## src/rtl/arbitro_memoria_instrucoes_pkg.sv

```systemverilog
// Shared processor definitions: arbiter states and instruction opcode fields.
package pkg_processador;

    typedef enum logic [1:0] {
        CARGA    = 2'd0,
        EXECUCAO = 2'd1,
        PARADO   = 2'd2
    } estado_arbitro_t;

    localparam int unsigned LARGURA_OPCODE = 5;
    localparam int unsigned OPC_MSB        = 31;
    localparam int unsigned OPC_LSB        = 27;

    localparam logic [LARGURA_OPCODE-1:0] OPC_HALT      = 5'd18;
    localparam logic [31:0]               OPC_NOP_INSTR = 32'd0;

    function automatic logic [LARGURA_OPCODE-1:0] opcode_de(input logic [31:0] instr);
        return instr[OPC_MSB:OPC_LSB];
    endfunction

endpackage

```

## src/rtl/arbitro_memoria_instrucoes_contador_carga.sv

```systemverilog
// Load write pointer: restarts at the entry address, counts accepted words,
// and saturates at the physical memory depth.
module contador_carga #(
    parameter int unsigned AW           = 10,
    parameter int unsigned PROFUNDIDADE = 41,
    parameter int unsigned END_INICIAL  = 1
) (
    input  logic          clock,
    input  logic          i_carrega,
    input  logic          i_incrementa,
    output logic [AW-1:0] o_ptr,
    output logic          o_cheio
);

    logic [AW-1:0] r_ptr;
    logic          w_cheio;

    assign w_cheio = (r_ptr >= AW'(PROFUNDIDADE));

    always_ff @(posedge clock) begin
        if (i_carrega) begin
            r_ptr <= AW'(END_INICIAL);
        end else if (i_incrementa && !w_cheio) begin
            r_ptr <= r_ptr + AW'(1);
        end
    end

    assign o_ptr   = r_ptr;
    assign o_cheio = w_cheio;

endmodule

```

## src/rtl/arbitro_memoria_instrucoes.sv

```systemverilog
// Owns the instruction memory port: boot-load, CPU execution and halted phases,
// holding the CPU off until a complete program has been written.
module arbitro_memoria_instrucoes
    import pkg_processador::*;
#(
    parameter int unsigned LARGURA      = 32,
    parameter int unsigned AW           = 10,
    parameter int unsigned PROFUNDIDADE = 41,
    parameter int unsigned END_INICIAL  = 1
) (
    input  logic               clock,
    input  logic               reset,
    input  logic               carga_valido,
    input  logic [LARGURA-1:0] carga_dado,
    input  logic               carga_fim,
    output logic               carga_pronto,
    input  logic               recarga,
    input  logic [LARGURA-1:0] cpu_endereco,
    input  logic               cpu_busca,
    output logic [LARGURA-1:0] cpu_instrucao,
    output logic               cpu_habilita,
    output logic               parado,
    output logic               erro,
    output logic [AW-1:0]      palavras,
    output logic [AW-1:0]      mem_endereco,
    output logic [LARGURA-1:0] mem_dado,
    output logic               mem_escrita,
    input  logic [LARGURA-1:0] mem_instrucao
);

    localparam int unsigned AW1 = AW + 1;

    estado_arbitro_t r_estado;
    estado_arbitro_t w_proximo;

    logic [AW-1:0]      r_palavras;
    logic               r_erro;
    logic [AW-1:0]      w_ptr;
    logic               w_cheio;
    logic [AW-1:0]      w_end_cpu;
    logic               w_unused_end_alto;
    logic               w_na_faixa;
    logic [LARGURA-1:0] w_instr_exec;
    logic               w_aceita;
    logic               w_overflow;
    logic               w_busca_fora;
    logic               w_halt;

    contador_carga #(
        .AW           (AW),
        .PROFUNDIDADE (PROFUNDIDADE),
        .END_INICIAL  (END_INICIAL)
    ) u_contador (
        .clock        (clock),
        .i_carrega    (reset || recarga),
        .i_incrementa (w_aceita),
        .o_ptr        (w_ptr),
        .o_cheio      (w_cheio)
    );

    // High PC bits do not address this memory.
    assign w_end_cpu         = cpu_endereco[AW-1:0];
    assign w_unused_end_alto = ^cpu_endereco[LARGURA-1:AW];

    assign w_na_faixa   = ({1'b0, w_end_cpu} >= AW1'(END_INICIAL)) &&
                          ({1'b0, w_end_cpu} <  AW1'(END_INICIAL) + {1'b0, r_palavras});
    assign w_instr_exec = w_na_faixa ? mem_instrucao : LARGURA'(OPC_NOP_INSTR);

    assign w_aceita     = carga_valido && carga_pronto;
    assign w_overflow   = w_aceita && !carga_fim && (w_ptr == AW'(PROFUNDIDADE - 1));
    assign w_busca_fora = (r_estado == EXECUCAO) && cpu_busca && !w_na_faixa;
    assign w_halt       = (r_estado == EXECUCAO) && cpu_busca &&
                          (opcode_de(w_instr_exec) == OPC_HALT);

    always_ff @(posedge clock) begin
        if (reset) begin
            r_estado <= CARGA;
        end else begin
            r_estado <= w_proximo;
        end
    end

    // recarga overrides any transition, including a HALT fetched the same cycle.
    always_comb begin
        w_proximo = r_estado;
        if (recarga) begin
            w_proximo = CARGA;
        end else begin
            case (r_estado)
                CARGA:    if (w_aceita && carga_fim) w_proximo = EXECUCAO;
                EXECUCAO: if (w_halt) w_proximo = PARADO;
                PARADO:   w_proximo = PARADO;
                default:  w_proximo = CARGA;
            endcase
        end
    end

    always_comb begin
        carga_pronto  = 1'b0;
        cpu_instrucao = LARGURA'(OPC_NOP_INSTR);
        cpu_habilita  = 1'b0;
        parado        = 1'b0;
        mem_endereco  = '0;
        mem_dado      = '0;
        mem_escrita   = 1'b0;
        case (r_estado)
            CARGA: begin
                carga_pronto = !w_cheio && !recarga && !reset;
                mem_endereco = w_ptr;
                mem_dado     = carga_dado;
                mem_escrita  = carga_valido && !w_cheio && !recarga && !reset;
            end
            EXECUCAO: begin
                cpu_habilita  = 1'b1;
                mem_endereco  = w_end_cpu;
                cpu_instrucao = w_instr_exec;
            end
            PARADO: begin
                parado = 1'b1;
            end
            default: begin
                carga_pronto = 1'b0;
            end
        endcase
    end

    always_ff @(posedge clock) begin
        if (reset) begin
            r_palavras <= '0;
        end else if (w_aceita && carga_fim) begin
            r_palavras <= w_ptr + AW'(1) - AW'(END_INICIAL);
        end
    end

    always_ff @(posedge clock) begin
        if (reset || recarga) begin
            r_erro <= 1'b0;
        end else if (w_overflow || w_busca_fora) begin
            r_erro <= 1'b1;
        end
    end

    assign palavras = r_palavras;
    assign erro     = r_erro;

endmodule

```

## config.mk

```make
export PLATFORM = sky130hd
export DESIGN_NAME = arbitro_memoria_instrucoes
export DESIGN_NICKNAME = d
export VERILOG_FILES = /design/src/rtl/arbitro_memoria_instrucoes_pkg.sv /design/src/rtl/arbitro_memoria_instrucoes_contador_carga.sv /design/src/rtl/arbitro_memoria_instrucoes.sv
export SDC_FILE = /design/constraint.sdc
export NUM_CORES = 1
export LEC_CHECK = 0
export BUFFER_PORTS_ARGS = -buffer_cell sky130_fd_sc_hd__buf_2
export CORE_ASPECT_RATIO = 1.25
export CORE_MARGIN = 8
export CORE_UTILIZATION = 37
export DETAILED_ROUTE_END_ITERATION = 8
export GPL_TIMING_DRIVEN = 0
export PLACE_DENSITY_LB_ADDON = 0.15
export SLEW_MARGIN = 20
export SYNTH_ARGS = -nofsm -noshare
export SYNTH_HDL_FRONTEND = slang
export SYNTH_HIERARCHICAL = 1
export SYNTH_SLANG_ARGS = --single-unit
```

## constraint.sdc

```tcl
create_clock -name clock -period 3.8 [get_ports clock]
set_input_delay 0.76 -clock clock [delete_from_list [all_inputs] [get_ports clock]]
set_output_delay 0.76 -clock clock [all_outputs]
set_load 0.1 [all_outputs]
```

==> metrics.json, run 1 <==
{
  "synth.ff_latch_count": {"value": 23},
  "number_of_distinct_standard_cells_referenced_by_the_synthesized_netlist": {"value": 43},
  "clock_insertion_delay_worst_skew": {"value": 0.27, "unit": "ns"},
  "yosysSeqAreaShare": {"value": 23.3, "unit": "%"},
  "number_of_setup_violations_in_the_final_report": {"value": 20},
  "globalRouteTotalUtil": {"value": 25.0, "unit": "%"},
  "vias_per_cell": {"value": 5.19},
  "post_dp_cell_area": {"value": 3010, "unit": "sq um"},
  "setup_slack": {"value": -0.0444, "unit": "ns"},
  "postRouteAntennaNets": {"value": 0},
  "first_global_vias": {"value": 2665},
  "cts_tree": {"value": "done"},
  "finish.net_count": {"value": 549},
  "synth_flop_cell": {"value": "sky130_fd_sc_hd__dfxtp_1"},
  "drt_iter0_drc": {"value": 87},
  "grt_setup_unrepaired": {"value": "true"},
  "coreArea": {"value": 5120, "unit": "sq um"},
  "violated_checks": {"value": "negative setup slack"},
  "crit-reg2reg-capture": {"value": "u_contador/o_ptr[4]$_SDFFE_PP0P_"},
  "synth_largest_type_area_fraction": {"value": 23.3, "unit": "%"},
  "yosys.area_share.simple": {"value": 37.7, "unit": "%"},
  "slew_headroom": {"value": 63.4, "unit": "%"},
  "dominant_combinational_cell_family_by_area_after_synthesis": {"value": "simple AND/OR/NAND/NOR gates"},
  "worstMarginPinSlew": {"value": 0.542, "unit": "ns"},
  "clk_root_buffer_cell": {"value": "sky130_fd_sc_hd__clkbuf_8"},
  "totalNegativeSetupSlack": {"value": -0.376, "unit": "ns"},
  "place_ws": {"value": -0.281, "unit": "ns"},
  "wire_length_of_the_first_global_routing_pass": {"value": 15.4, "unit": "mm"},
  "routed_wire_length_per_instance": {"value": 21.0, "unit": "um"},
  "remaining_drc_errors": {"value": 0},
  "num_vias": {"value": 2575},
  "timing.hold.worst.class": {"value": "reg -> reg"},
  "placement.io_buffers": {"value": 168},
  "hold_crit_start": {"value": "r_estado[1]$_SDFFE_PP0P_"},
  "finish.utilization": {"value": 74.7, "unit": "%"},
  "post_synth_xor_area_fraction": {"value": 3.99, "unit": "%"},
  "post-route-cell-area": {"value": 3820, "unit": "sq um"},
  "reg2reg_depth": {"value": 10},
  "yosys.area_share.adder": {"value": 10.1, "unit": "%"},
  "cts.clk_slew.worst_paths": {"value": 0.09, "unit": "ns"},
  "route.final.wire_length": {"value": 10.4, "unit": "mm"},
  "area.growth.synth_to_final": {"value": 93.5, "unit": "%"},
  "rr_startpoint": {"value": "u_contador/o_ptr[1]$_SDFFE_PP0P_"},
  "critical_path_sink": {"value": "cpu_instrucao[27]"},
  "maxClockFrequency": {"value": 260, "unit": "MHz"},
  "share_of_synthesized_area_spent_on_multiplexers": {"value": 5.07, "unit": "%"},
  "postSynth.asyncResetShare": {"value": 0, "unit": "%"},
  "critPathCaptureType": {"value": "primary output"},
  "arrival": {"value": 3.08, "unit": "ns"},
  "post_synth.cell_area_avg": {"value": 8.16, "unit": "sq um"},
  "timing.reg2reg.setup_slack": {"value": 0.91, "unit": "ns"},
  "place_hpwl": {"value": 7.05, "unit": "mm"},
  "grt_start_max_net_pins": {"value": 13},
  "final_period_minus_worst_setup_slack": {"value": 3.84, "unit": "ns"},
  "synthesis.instances": {"value": 242},
  "die-area": {"value": 7950, "unit": "sq um"},
  "leakage": {"value": 1.85, "unit": "nW"},
  "start_kind": {"value": "flop"},
  "post_route_fraction_of_the_period_consumed_by_the_critical_path": {"value": 101, "unit": "%"},
  "worstPathMaxFanout": {"value": 5},
  "tritoncts.num_buffers": {"value": 3},
  "std_cell_rows": {"value": 29},
  "finalWeightedCongestion": {"value": 0.865},
  "die_outline_height": {"value": 97.7, "unit": "um"},
  "report.power.total": {"value": 0.837, "unit": "mW"},
  "h-tree-depth": {"value": 1},
  "hold_violations": {"value": 0},
  "drt_pre_antenna_iters": {"value": 5},
  "floorplan.initialDensity": {"value": 38.6, "unit": "%"},
  "setup.worst_path.class": {"value": "reg -> out"},
  "grt_antenna_before_repair": {"value": 6},
  "synthTopCellsByArea": {"value": "sky130_fd_sc_hd__dfxtp_1 (23%), sky130_fd_sc_hd__and2_1 (21%), sky130_fd_sc_hd__ha_1 (10%)"},
  "timing.clock.skew": {"value": 0.00382, "unit": "ns"},
  "clock_path_buffers": {"value": 2},
  "fillers": {"value": 335},
  "globalRoute.totalOverflow": {"value": 0},
  "netlist.top_cell.by_area": {"value": "sky130_fd_sc_hd__dfxtp_1"},
  "drive_gt1_share": {"value": 58.8, "unit": "%"},
  "numClockSinks": {"value": 23},
  "outcome": {"value": "finished with violations"},
  "maxSlewViolCount": {"value": 0},
  "floorplan_die_width": {"value": 81.4, "unit": "um"},
  "synth_edf_count": {"value": 0},
  "power.ir.vdd_worst": {"value": 0.310, "unit": "mV"},
  "synth_compound_area_share": {"value": 14.8, "unit": "%"},
  "worstPathRequired": {"value": 3.04, "unit": "ns"},
  "pwr_density_cell": {"value": 219, "unit": "nW/um^2"},
  "syn-num-nets": {"value": 360},
  "top_level_ports": {"value": 191},
  "post_synth_instance_area": {"value": 1980, "unit": "sq um"},
  "drv_cap": {"value": 0},
  "crit_path_start": {"value": "palavras[0]$_SDFFE_PP0P_"},
  "synth-warning-count": {"value": 6}
}
-- per-layer routing --
layer	wire length, um	GRT usage, %	up-vias	share of wire [%]
met1	3430	24.8	1201	33
met3	1030	7.59	24	9.9
met4	281	8.83	6	2.7
met5	37	0	-	0.36
li1	-	-	1221	-
met2	5640	46.1	123	54
-- Yosys cell counts (4+ instances only) --
master	instances
sky130_fd_sc_hd__xnor2_1	4
sky130_fd_sc_hd__nand2_1	11
sky130_fd_sc_hd__xor2_1	5
sky130_fd_sc_hd__clkbuf_1	7
sky130_fd_sc_hd__o211ai_1	4
sky130_fd_sc_hd__a22o_1	10
sky130_fd_sc_hd__ha_1	16
sky130_fd_sc_hd__nand3_1	11
sky130_fd_sc_hd__and2_1	66
sky130_fd_sc_hd__inv_1	11
sky130_fd_sc_hd__dfxtp_1	23
sky130_fd_sc_hd__mux2i_1	10
sky130_fd_sc_hd__a21oi_1	9
sky130_fd_sc_hd__nor2b_1	4
sky130_fd_sc_hd__nor2_1	11
-- per-stage QoR --
stage	hold WS [ns]	cells
finish	0.487	496
global route	0.510	495
CTS	0.494	487
detailed placement	0.481	472
global placement	0.466	472
floorplan	0.455	242
-- worst min-delay path by stage --
stage / to / slack, ns / cells after the start
2_1_floorplan: r_estado[1]$_SDFFE_PP0P_ / 0.45 / 2
3_3_place_gp: r_estado[1]$_SDFFE_PP0P_ / 0.47 / 2
3_5_place_dp: r_estado[1]$_SDFFE_PP0P_ / 0.48 / 2
4_1_cts: r_estado[1]$_SDFFE_PP0P_ / 0.49 / 2
5_1_grt: r_estado[1]$_SDFFE_PP0P_ / 0.51 / 2
6_report: r_estado[1]$_SDFFE_PP0P_ / 0.49 / 2
-- area by class of cell --
class	count	area, sq um	share of cell area [%]
antenna	4	10.0	0.262
buffer	13	86.3	2.26
clock buffer	4	45.0	1.18
inverter	11	41.3	1.08
multi-input combinational	195	1620	42.3
sequential	23	484	12.7
tap	62	77.6	2.03
timing repair buffer	184	1460	38.3
-- report_power, final --
| part | internal, mW | switching [mW] | leakage, nW |
|---|---|---|---|
| Clock | 0.0749 | 0.0821 | 0.0228 |
| Combinational | 0.106 | 0.333 | 1.63 |
| Sequential | 0.239 | 0.00215 | 0.192 |
-- layout by cell type (no fill, tap or decap), types with 11 or more instances in the layout --
cell type	n
sky130_fd_sc_hd__inv_1	11
sky130_fd_sc_hd__buf_4	11
sky130_fd_sc_hd__dfxtp_1	14
sky130_fd_sc_hd__buf_12	31
sky130_fd_sc_hd__and2_1	33
sky130_fd_sc_hd__and2_4	31
sky130_fd_sc_hd__ha_1	13
sky130_fd_sc_hd__buf_2	139
-- critical path: stages (launching register included) --
cell	delay, ns
sky130_fd_sc_hd__dfxtp_4	0.37
sky130_fd_sc_hd__ha_4	0.16
sky130_fd_sc_hd__and2_4	0.16
sky130_fd_sc_hd__nand2_4	0.08
sky130_fd_sc_hd__nor2_4	0.04
sky130_fd_sc_hd__xnor2_2	0.19
sky130_fd_sc_hd__ha_4	0.24
sky130_fd_sc_hd__a2111oi_4	0.31
sky130_fd_sc_hd__o21ai_2	0.11
sky130_fd_sc_hd__o211a_1	0.27
sky130_fd_sc_hd__nor3b_4	0.25
sky130_fd_sc_hd__buf_6	0.18
sky130_fd_sc_hd__buf_8	0.12
sky130_fd_sc_hd__and2_4	0.16
sky130_fd_sc_hd__buf_12	0.17
-- what timing repair did --
action                     4_1_cts  5_1_grt
hold buffers                     0        0
pin swaps                        5       39
gates cloned                     3        0
hold endpoints to repair         0        0
setup endpoints to repair       32       32
setup buffers                    8        5
resized for setup              144       17
-- kinds of logic after synthesis --
group	after synthesis
and+or+nand+nor	122
adders and majority gates	16
xor gates and xnor gates	9
buffers and inverters	24
DFF	23
AOI/OAI and AO/OA	38
muxes	10
-- sequential cells by signal, indices dropped and copies added, names as in the netlist --
signal,count
erro,1
palavras,10
r_estado,2
u_contador/o_ptr,10
Power figures use the tool's default switching activity.
==> run 2, diff against run 1 <==
--- a/config.mk
+++ b/config.mk
@@ -5,13 +5,14 @@
 export SDC_FILE = /design/constraint.sdc
 export NUM_CORES = 1
 export LEC_CHECK = 0
+export ABC_AREA = 1
 export BUFFER_PORTS_ARGS = -buffer_cell sky130_fd_sc_hd__buf_2
 export CORE_ASPECT_RATIO = 1.25
 export CORE_MARGIN = 8
-export CORE_UTILIZATION = 37
+export CORE_UTILIZATION = 40
 export DETAILED_ROUTE_END_ITERATION = 8
 export GPL_TIMING_DRIVEN = 0
-export PLACE_DENSITY_LB_ADDON = 0.15
+export PLACE_DENSITY = 0.83
 export SLEW_MARGIN = 20
 export SYNTH_ARGS = -nofsm -noshare
 export SYNTH_HDL_FRONTEND = slang
==> run 2 against run 1 <==
Net effect: the run now ends clean; combinational power up 29%; sequential share of layout area down 0.88 points; final area up 3.3%; routed wire length down 3.8%; first-iteration DRC count up 54%; count of clock-buffer cells in the layout unchanged; largest cell class unchanged; highest routed layer is now met4.
==> metrics.json, run 2 <==
{
  "synthTopCellsByArea": {"value": "sky130_fd_sc_hd__dfxtp_1 (20%), sky130_fd_sc_hd__inv_1 (16%), sky130_fd_sc_hd__nand2_1 (14%)"},
  "timing.hold.worst.class": {"value": "reg -> reg"},
  "floorplan.initialDensity": {"value": 40.6, "unit": "%"},
  "coreArea": {"value": 5700, "unit": "sq um"},
  "synth_most_common_cell": {"value": "sky130_fd_sc_hd__inv_1"},
  "maxClockFrequency": {"value": 270, "unit": "MHz"},
  "hold_violations": {"value": 0},
  "layout.cells.most_common": {"value": "sky130_fd_sc_hd__buf_2"},
  "setup.worst_path.class": {"value": "reg -> out"},
  "synth_largest_type_area_fraction": {"value": 19.9, "unit": "%"},
  "cts_tree": {"value": "done"},
  "finish.net_count": {"value": 683},
  "final_cell_mix": {"value": "sky130_fd_sc_hd__buf_2 (140), sky130_fd_sc_hd__inv_1 (98), sky130_fd_sc_hd__nand2_1 (85)"},
  "clock_path_buffers": {"value": 2},
  "placement.io_buffers": {"value": 168},
  "path_cells": {"value": "inv_2 -> nor4_4 -> nand3_2 -> nor2_2 -> inv_1 -> o21ai_1 -> o21ai_1 -> ha_1 -> nand2_1 -> nor2_1 -> nor2_4 -> nand3_4 -> clkbuf_16 -> nor2_4 -> buf_12"},
  "first_global_vias": {"value": 2898},
  "power.share.switching": {"value": 55.3, "unit": "%"},
  "top_level_ports": {"value": 191},
  "start_kind": {"value": "flop"},
  "setup_slack": {"value": 0.0922, "unit": "ns"},
  "routed_wire_length_per_instance": {"value": 15.9, "unit": "um"},
  "numClockSinks": {"value": 23},
  "worstPathRequired": {"value": 3.04, "unit": "ns"},
  "synthesis.instances": {"value": 386},
  "route.final.wire_length": {"value": 10.0, "unit": "mm"},
  "yosysSeqAreaShare": {"value": 19.9, "unit": "%"},
  "worstPathMaxFanout": {"value": 8},
  "die-area": {"value": 8500, "unit": "sq um"},
  "worstMarginPinSlew": {"value": 0.517, "unit": "ns"},
  "final_period_minus_worst_setup_slack": {"value": 3.71, "unit": "ns"},
  "grt_antenna_before_repair": {"value": 1},
  "syn-num-nets": {"value": 504},
  "pwr_density_cell": {"value": 245, "unit": "nW/um^2"},
  "number_of_distinct_standard_cells_referenced_by_the_synthesized_netlist": {"value": 29},
  "tritoncts.num_buffers": {"value": 3},
  "post_route_fraction_of_the_period_consumed_by_the_critical_path": {"value": 97.6, "unit": "%"},
  "report.power.total": {"value": 0.969, "unit": "mW"},
  "post_synth.cell_area_avg": {"value": 6.00, "unit": "sq um"},
  "postSynth.asyncResetShare": {"value": 0, "unit": "%"},
  "leakage": {"value": 2.19, "unit": "nW"},
  "finalWeightedCongestion": {"value": 0.907},
  "clock_power_share": {"value": 15.5, "unit": "%"},
  "drv_cap": {"value": 0},
  "holdBufCountCts": {"value": 0},
  "clock_insertion_delay_worst_skew": {"value": 0.26, "unit": "ns"},
  "wire_length_of_the_first_global_routing_pass": {"value": 13.6, "unit": "mm"},
  "power.ir.vdd_worst": {"value": 0.227, "unit": "mV"},
  "cts.clk_slew.worst_paths": {"value": 0.08, "unit": "ns"},
  "globalRoute.totalOverflow": {"value": 0},
  "fillers": {"value": 453},
  "seqPwrFrac": {"value": 26.0, "unit": "%"},
  "critPathMaxStageDelay": {"value": 0.36, "unit": "ns"},
  "post_synth_instance_area": {"value": 2320, "unit": "sq um"},
  "outcome": {"value": "finished clean"},
  "synth_edf_count": {"value": 0},
  "std_cell_rows": {"value": 31},
  "switching_power": {"value": 0.536, "unit": "mW"},
  "critPathCaptureType": {"value": "primary output"},
  "place_ws": {"value": 0.122, "unit": "ns"},
  "floorplan_die_width": {"value": 84.1, "unit": "um"},
  "num_vias": {"value": 3054},
  "worst_path_max_delay_cell": {"value": "sky130_fd_sc_hd__dfxtp_2"},
  "timing.clock.skew": {"value": 0.00279, "unit": "ns"},
  "maxSlewViolCount": {"value": 0},
  "remaining_drc_errors": {"value": 0},
  "synth.ff_latch_count": {"value": 23},
  "drt_pre_antenna_iters": {"value": 4},
  "post_dp_cell_area": {"value": 3420, "unit": "sq um"},
  "clk_root_buffer_cell": {"value": "sky130_fd_sc_hd__clkbuf_8"},
  "combinationalPowerShare": {"value": 58.6, "unit": "%"},
  "slew_headroom": {"value": 65.8, "unit": "%"},
  "h-tree-depth": {"value": 1},
  "drt_iter0_drc": {"value": 134},
  "grt_start_max_net_pins": {"value": 13},
  "arrival": {"value": 2.95, "unit": "ns"},
  "vias_per_cell": {"value": 4.84},
  "globalRouteTotalUtil": {"value": 19.0, "unit": "%"},
  "post-route-cell-area": {"value": 3950, "unit": "sq um"},
  "internal_power": {"value": 0.432, "unit": "mW"},
  "drive_gt1_share": {"value": 43.4, "unit": "%"},
  "number_of_setup_violations_in_the_final_report": {"value": 0},
  "synth-warning-count": {"value": 6},
  "place_hpwl": {"value": 7.26, "unit": "mm"},
  "synth.cells.most_frequent": {"value": "sky130_fd_sc_hd__inv_1 (101), sky130_fd_sc_hd__nand2_1 (85), sky130_fd_sc_hd__nor2_1 (33)"},
  "postRouteAntennaNets": {"value": 0},
  "die_outline_height": {"value": 101, "unit": "um"},
  "synth_flop_cell": {"value": "sky130_fd_sc_hd__dfxtp_1"},
  "area.growth.synth_to_final": {"value": 70.6, "unit": "%"},
  "final.hold.worst_slack": {"value": 0.481, "unit": "ns"},
  "netlist.top_cell.by_area": {"value": "sky130_fd_sc_hd__dfxtp_1"}
}
-- run 2: cell types whose count changed after synthesis, moves of 10 or more --
cell,before,now
sky130_fd_sc_hd__and2_1,66,0
sky130_fd_sc_hd__inv_1,11,101
sky130_fd_sc_hd__nor2_2,0,31
sky130_fd_sc_hd__nand2_1,11,85
sky130_fd_sc_hd__nor2_1,11,33
sky130_fd_sc_hd__mux2i_1,10,0
-- run 2: path summary, 6_finish.rpt --
path / to / cells past startpoint / startpoint / slack (ns)
worst max-delay path: cpu_instrucao[30] / 15 / palavras[0]$_SDFFE_PP0P_ / 0.09
worst min-delay path: erro$_SDFFE_PP0P_ / 2 / erro$_SDFFE_PP0P_ / 0.48
worst max register to register: r_estado[0]$_SDFFE_PP0P_ / 15 / palavras[0]$_SDFFE_PP0P_ / 1.41
worst min register to register: erro$_SDFFE_PP0P_ / 2 / erro$_SDFFE_PP0P_ / 0.48
-- run 2: critical path: cells and delay by family, from the launching register on --
family          cells  cell delay [ns]
simple gates        8             1.23
buf+inv             4             0.59
compound gates      2             0.20
fa+ha+maj           1             0.29
flops               1             0.36
-- run 2: cells by family after synthesis --
group | Yosys count | synth area share (%)
compound gates | 34 | 8.86
xor+xnor | 6 | 2.27
flops | 23 | 19.9
simple gates | 188 | 39.5
buf+inv | 119 | 20.8
fa+ha+maj | 16 | 8.64
-- run 2: cell type report --
type                    instances  area (sq um)  share of cell area [%]
diodes                          1          2.50                  0.0634
plain buffers                  14           114                    2.88
clock buffers                   4          45.0                    1.14
inverters                     105           394                    9.98
multi-input cells             244          1570                    39.7
flip-flops and latches         23           465                    11.8
well taps                      66          82.6                    2.09
repair buffers                174          1280                    32.4
-- run 2: per-stage QoR --
| stage | instances | TNS [ns] | util [%] |
|---|---|---|---|
| after global placement | 620 | 0 | 59.9 |
| after detailed placement | 620 | 0 | 59.9 |
| after global routing | 631 | -2.53 | 69.3 |
| final | 631 | 0 | 69.3 |
| after floorplan | 386 | -0.213 | - |
| after CTS | 624 | 0 | 62.1 |
-- run 2: power groups by stage --
stage	clock [mW]	sequential [mW]	combinational, mW
after CTS	0.154	0.251	0.550
after global routing	0.164	0.252	0.593
after detailed placement	0	0.257	0.546
final	0.150	0.252	0.567
after global placement	0	0.257	0.540
after floorplan	0	0.282	0.411
-- run 2: timing repair --
| item | 4_1_cts | 5_1_grt |
|---|---|---|
| gates resized for setup | 31 | 81 |
| pin swaps | 0 | 4 |
| cloned | 0 | 3 |
| setup buffers | 0 | 3 |
| endpoints found under the setup margin | 30 | 32 |
-- run 2: per-layer routing --
| layer | GRT usage, % | wire [um] | vias to the layer above |
|---|---|---|---|
| li1 | - | - | 1505 |
| met1 | 20.0 | 3560 | 1393 |
| met2 | 36.2 | 5540 | 136 |
| met3 | 4.53 | 682 | 20 |
| met4 | 5.33 | 238 | 0 |
| met5 | 0 | 0 | - |
==> run 3, diff against run 2 <==
--- a/config.mk
+++ b/config.mk
@@ -9,10 +9,11 @@
 export BUFFER_PORTS_ARGS = -buffer_cell sky130_fd_sc_hd__buf_2
 export CORE_ASPECT_RATIO = 1.25
 export CORE_MARGIN = 8
-export CORE_UTILIZATION = 40
+export CORE_UTILIZATION = 43
+export CTS_CLUSTER_SIZE = 25
 export DETAILED_ROUTE_END_ITERATION = 8
 export GPL_TIMING_DRIVEN = 0
-export PLACE_DENSITY = 0.83
+export PLACE_DENSITY = 0.88
 export SLEW_MARGIN = 20
 export SYNTH_ARGS = -nofsm -noshare
 export SYNTH_HDL_FRONTEND = slang
==> constraint.sdc (replaced) <==
create_clock -name clock -period 4.55 [get_ports clock]
set_input_delay 0.91 -clock clock [delete_from_list [all_inputs] [get_ports clock]]
set_output_delay 0.91 -clock clock [all_outputs]
set_load 0.1 [all_outputs]
==> run 3 against run 2 <==
Net effect: non-clock buffer count shrank 6; register-to-register slack improved by 0.56 ns; sequential power shrank 17%; via count shrank 4.2%; total power is 19% lower; critical endpoint is now cpu_instrucao[29].
==> metrics.json, run 3 (synthesis results as in run 2) <==
{
  "critPathCaptureType": {"value": "primary output"},
  "timing.hold.worst.class": {"value": "reg -> reg"},
  "crit-reg2reg-capture": {"value": "r_estado[1]$_SDFFE_PP0P_"},
  "grt_setup_unrepaired": {"value": "false"},
  "reg2reg_depth": {"value": 15},
  "drt_iter0_drc": {"value": 145},
  "finalWeightedCongestion": {"value": 0.952},
  "postRouteAntennaNets": {"value": 0},
  "grt_antenna_before_repair": {"value": 0},
  "fillers": {"value": 477},
  "power.share.switching": {"value": 55.7, "unit": "%"},
  "numPlacedInstances": {"value": 618},
  "clk_root_buffer_cell": {"value": "sky130_fd_sc_hd__clkbuf_8"},
  "layout.cells.most_common": {"value": "sky130_fd_sc_hd__buf_2"},
  "final_period_minus_worst_setup_slack": {"value": 4.08, "unit": "ns"},
  "floorplan_die_width": {"value": 81.6, "unit": "um"},
  "globalRouteTotalUtil": {"value": 20.3, "unit": "%"},
  "insertedDiodeCount": {"value": 0},
  "report.power.total": {"value": 0.788, "unit": "mW"},
  "timing.reg2reg.setup_slack": {"value": 1.97, "unit": "ns"},
  "post_cts_resize_count": {"value": 0},
  "h-tree-depth": {"value": 1},
  "rr_startpoint": {"value": "palavras[2]$_SDFFE_PP0P_"},
  "count_of_buffers_added_by_post_cts_timing_repair_for_setup": {"value": 0},
  "internal_power": {"value": 0.349, "unit": "mW"},
  "vias_per_cell": {"value": 4.71},
  "grt_util_met2": {"value": 39.8, "unit": "%"},
  "route.final.wire_length": {"value": 8.57, "unit": "mm"},
  "drive_gt1_share": {"value": 40.7, "unit": "%"},
  "coreArea": {"value": 5330, "unit": "sq um"},
  "place_hpwl": {"value": 7.49, "unit": "mm"},
  "outcome": {"value": "finished clean"},
  "timing.clock.skew": {"value": 0.00285, "unit": "ns"},
  "final.hold.worst_slack": {"value": 0.482, "unit": "ns"},
  "power.ir.vdd_worst": {"value": 0.214, "unit": "mV"},
  "worstPathRequired": {"value": 3.64, "unit": "ns"},
  "number_of_setup_violations_in_the_final_report": {"value": 0},
  "critical_path_sink": {"value": "cpu_instrucao[29]"},
  "arrival": {"value": 3.17, "unit": "ns"},
  "die-area": {"value": 8000, "unit": "sq um"},
  "combinationalPowerShare": {"value": 56.9, "unit": "%"},
  "switching_power": {"value": 0.439, "unit": "mW"},
  "num_vias": {"value": 2927},
  "globalRoute.totalOverflow": {"value": 0},
  "area.growth.synth_to_final": {"value": 41.8, "unit": "%"},
  "post_dp_cell_area": {"value": 3240, "unit": "sq um"},
  "pwr_density_cell": {"value": 240, "unit": "nW/um^2"},
  "routed_wire_length_per_instance": {"value": 13.8, "unit": "um"},
  "clock_insertion_delay_worst_skew": {"value": 0.27, "unit": "ns"},
  "placement.io_buffers": {"value": 168},
  "remaining_drc_errors": {"value": 0},
  "maxSlewViolCount": {"value": 0},
  "seqPwrFrac": {"value": 26.6, "unit": "%"},
  "worstHoldPathCells": {"value": 2},
  "cts_tree": {"value": "done"},
  "grt_util_met3": {"value": 3.13, "unit": "%"},
  "finalNonFillerCells": {"value": 622},
  "drt_pre_antenna_iters": {"value": 5},
  "grt_start_max_net_pins": {"value": 14},
  "std_cell_rows": {"value": 30},
  "holdBufCountCts": {"value": 0},
  "slew_headroom": {"value": 62.8, "unit": "%"},
  "leakage": {"value": 2.05, "unit": "nW"},
  "setup.worst_path.class": {"value": "reg -> out"},
  "cts.clk_slew.worst_paths": {"value": 0.08, "unit": "ns"},
  "worstMarginPinSlew": {"value": 0.558, "unit": "ns"},
  "maxClockFrequency": {"value": 245, "unit": "MHz"},
  "crit_path_start": {"value": "palavras[2]$_SDFFE_PP0P_"},
  "worstPathMaxFanout": {"value": 10},
  "drv_cap": {"value": 0},
  "wire_length_of_the_first_global_routing_pass": {"value": 13.2, "unit": "mm"},
  "post_route_fraction_of_the_period_consumed_by_the_critical_path": {"value": 89.6, "unit": "%"},
  "clock_path_buffers": {"value": 2},
  "floorplan.initialDensity": {"value": 43.5, "unit": "%"},
  "final_cell_mix": {"value": "sky130_fd_sc_hd__buf_2 (172), sky130_fd_sc_hd__inv_1 (101), sky130_fd_sc_hd__nand2_1 (85)"},
  "clock_power_share": {"value": 16.5, "unit": "%"},
  "die_outline_height": {"value": 98.1, "unit": "um"},
  "finish.net_count": {"value": 677},
  "hold_violations": {"value": 0},
  "gr-usage-met1": {"value": 20.1, "unit": "%"},
  "tritoncts.num_buffers": {"value": 3},
  "top_level_ports": {"value": 191},
  "globalRoute.busiestLayer": {"value": "met2"},
  "post-route-cell-area": {"value": 3280, "unit": "sq um"},
  "start_kind": {"value": "flop"},
  "first_global_vias": {"value": 2794},
  "numClockSinks": {"value": 23}
}
run 3: cell count changes in the layout (fill, tap and decap cells not counted), moves of 3 or more:
cell | before | now
sky130_fd_sc_hd__inv_2 | 6 | 3
sky130_fd_sc_hd__nor2_4 | 35 | 3
sky130_fd_sc_hd__clkbuf_16 | 3 | 0
sky130_fd_sc_hd__dfxtp_1 | 19 | 23
sky130_fd_sc_hd__inv_1 | 98 | 101
sky130_fd_sc_hd__dfxtp_2 | 4 | 0
sky130_fd_sc_hd__buf_12 | 16 | 0
sky130_fd_sc_hd__nor2_1 | 30 | 33
sky130_fd_sc_hd__nor2_2 | 2 | 31
sky130_fd_sc_hd__buf_6 | 9 | 4
sky130_fd_sc_hd__buf_2 | 140 | 172
sky130_fd_sc_hd__buf_4 | 3 | 0
sky130_fd_sc_hd__buf_8 | 9 | 0
run 3: critical path, cell delays in order, from the launching register on:
cell and delay (ns):
sky130_fd_sc_hd__dfxtp_1 0.40, sky130_fd_sc_hd__inv_1 0.10, sky130_fd_sc_hd__nor4_1 0.41, sky130_fd_sc_hd__nand3_1 0.19, sky130_fd_sc_hd__nor2_1 0.13, sky130_fd_sc_hd__inv_1 0.07, sky130_fd_sc_hd__o21ai_0 0.13, sky130_fd_sc_hd__o21ai_0 0.10
sky130_fd_sc_hd__ha_1 0.27, sky130_fd_sc_hd__nand2_1 0.09, sky130_fd_sc_hd__nor2_1 0.04, sky130_fd_sc_hd__nand2_1 0.13, sky130_fd_sc_hd__nand3_4 0.13, sky130_fd_sc_hd__buf_6 0.19, sky130_fd_sc_hd__nor2_2 0.09, sky130_fd_sc_hd__buf_2 0.43
run 3: worst min-delay path by stage:
stage	startpoint	slack, ns	end
after floorplan	u_contador/o_ptr[6]$_SDFFE_PP0P_	0.44	u_contador/o_ptr[6]$_SDFFE_PP0P_
after global routing	u_contador/o_ptr[6]$_SDFFE_PP0P_	0.51	u_contador/o_ptr[6]$_SDFFE_PP0P_
final	erro$_SDFFE_PP0P_	0.48	erro$_SDFFE_PP0P_
after global placement	erro$_SDFFE_PP0P_	0.45	erro$_SDFFE_PP0P_
after detailed placement	u_contador/o_ptr[9]$_SDFFE_PP0P_	0.47	u_contador/o_ptr[9]$_SDFFE_PP0P_
after CTS	erro$_SDFFE_PP0P_	0.48	erro$_SDFFE_PP0P_
run 3: area by class of cell:
type	instances	area [sq um]	share of cell area (%)
Buffer	14	87.6	2.67
Clock inverter	1	5.00	0.152
Inverter	105	394	12.0
Timing Repair Buffer	168	841	25.6
Sequential cell	23	460	14.0
Multi-Input combinational cell	244	1370	41.8
Tap cell	64	80.1	2.44
Clock buffer	3	41.3	1.26
run 3: layer usage:
metal  share of wire (%)  up-vias
li1                    -     1495
met1                  34     1268
met2                  53      149
met3                  11       15
met4                 2.1        0
met5                   0        -
run 3: power groups by stage:
stage	logic [mW]	clock network [mW]	registers, mW
2_1_floorplan	0.335	0	0.235
3_3_place_gp	0.443	0	0.214
3_5_place_dp	0.448	0	0.214
4_1_cts	0.449	0.133	0.209
5_1_grt	0.470	0.141	0.210
6_report	0.448	0.130	0.210
run 3: through the flow:
stage / setup TNS, ns / setup slack, ns / util [%]
after floorplan: -0.573 / -0.287 / -
after global placement: 0 / 0.862 / 60.7
after detailed placement: 0 / 0.772 / 60.7
after CTS: 0 / 0.457 / 61.6
after global routing: 0 / 0.146 / 61.6
final: 0 / 0.471 / 61.6
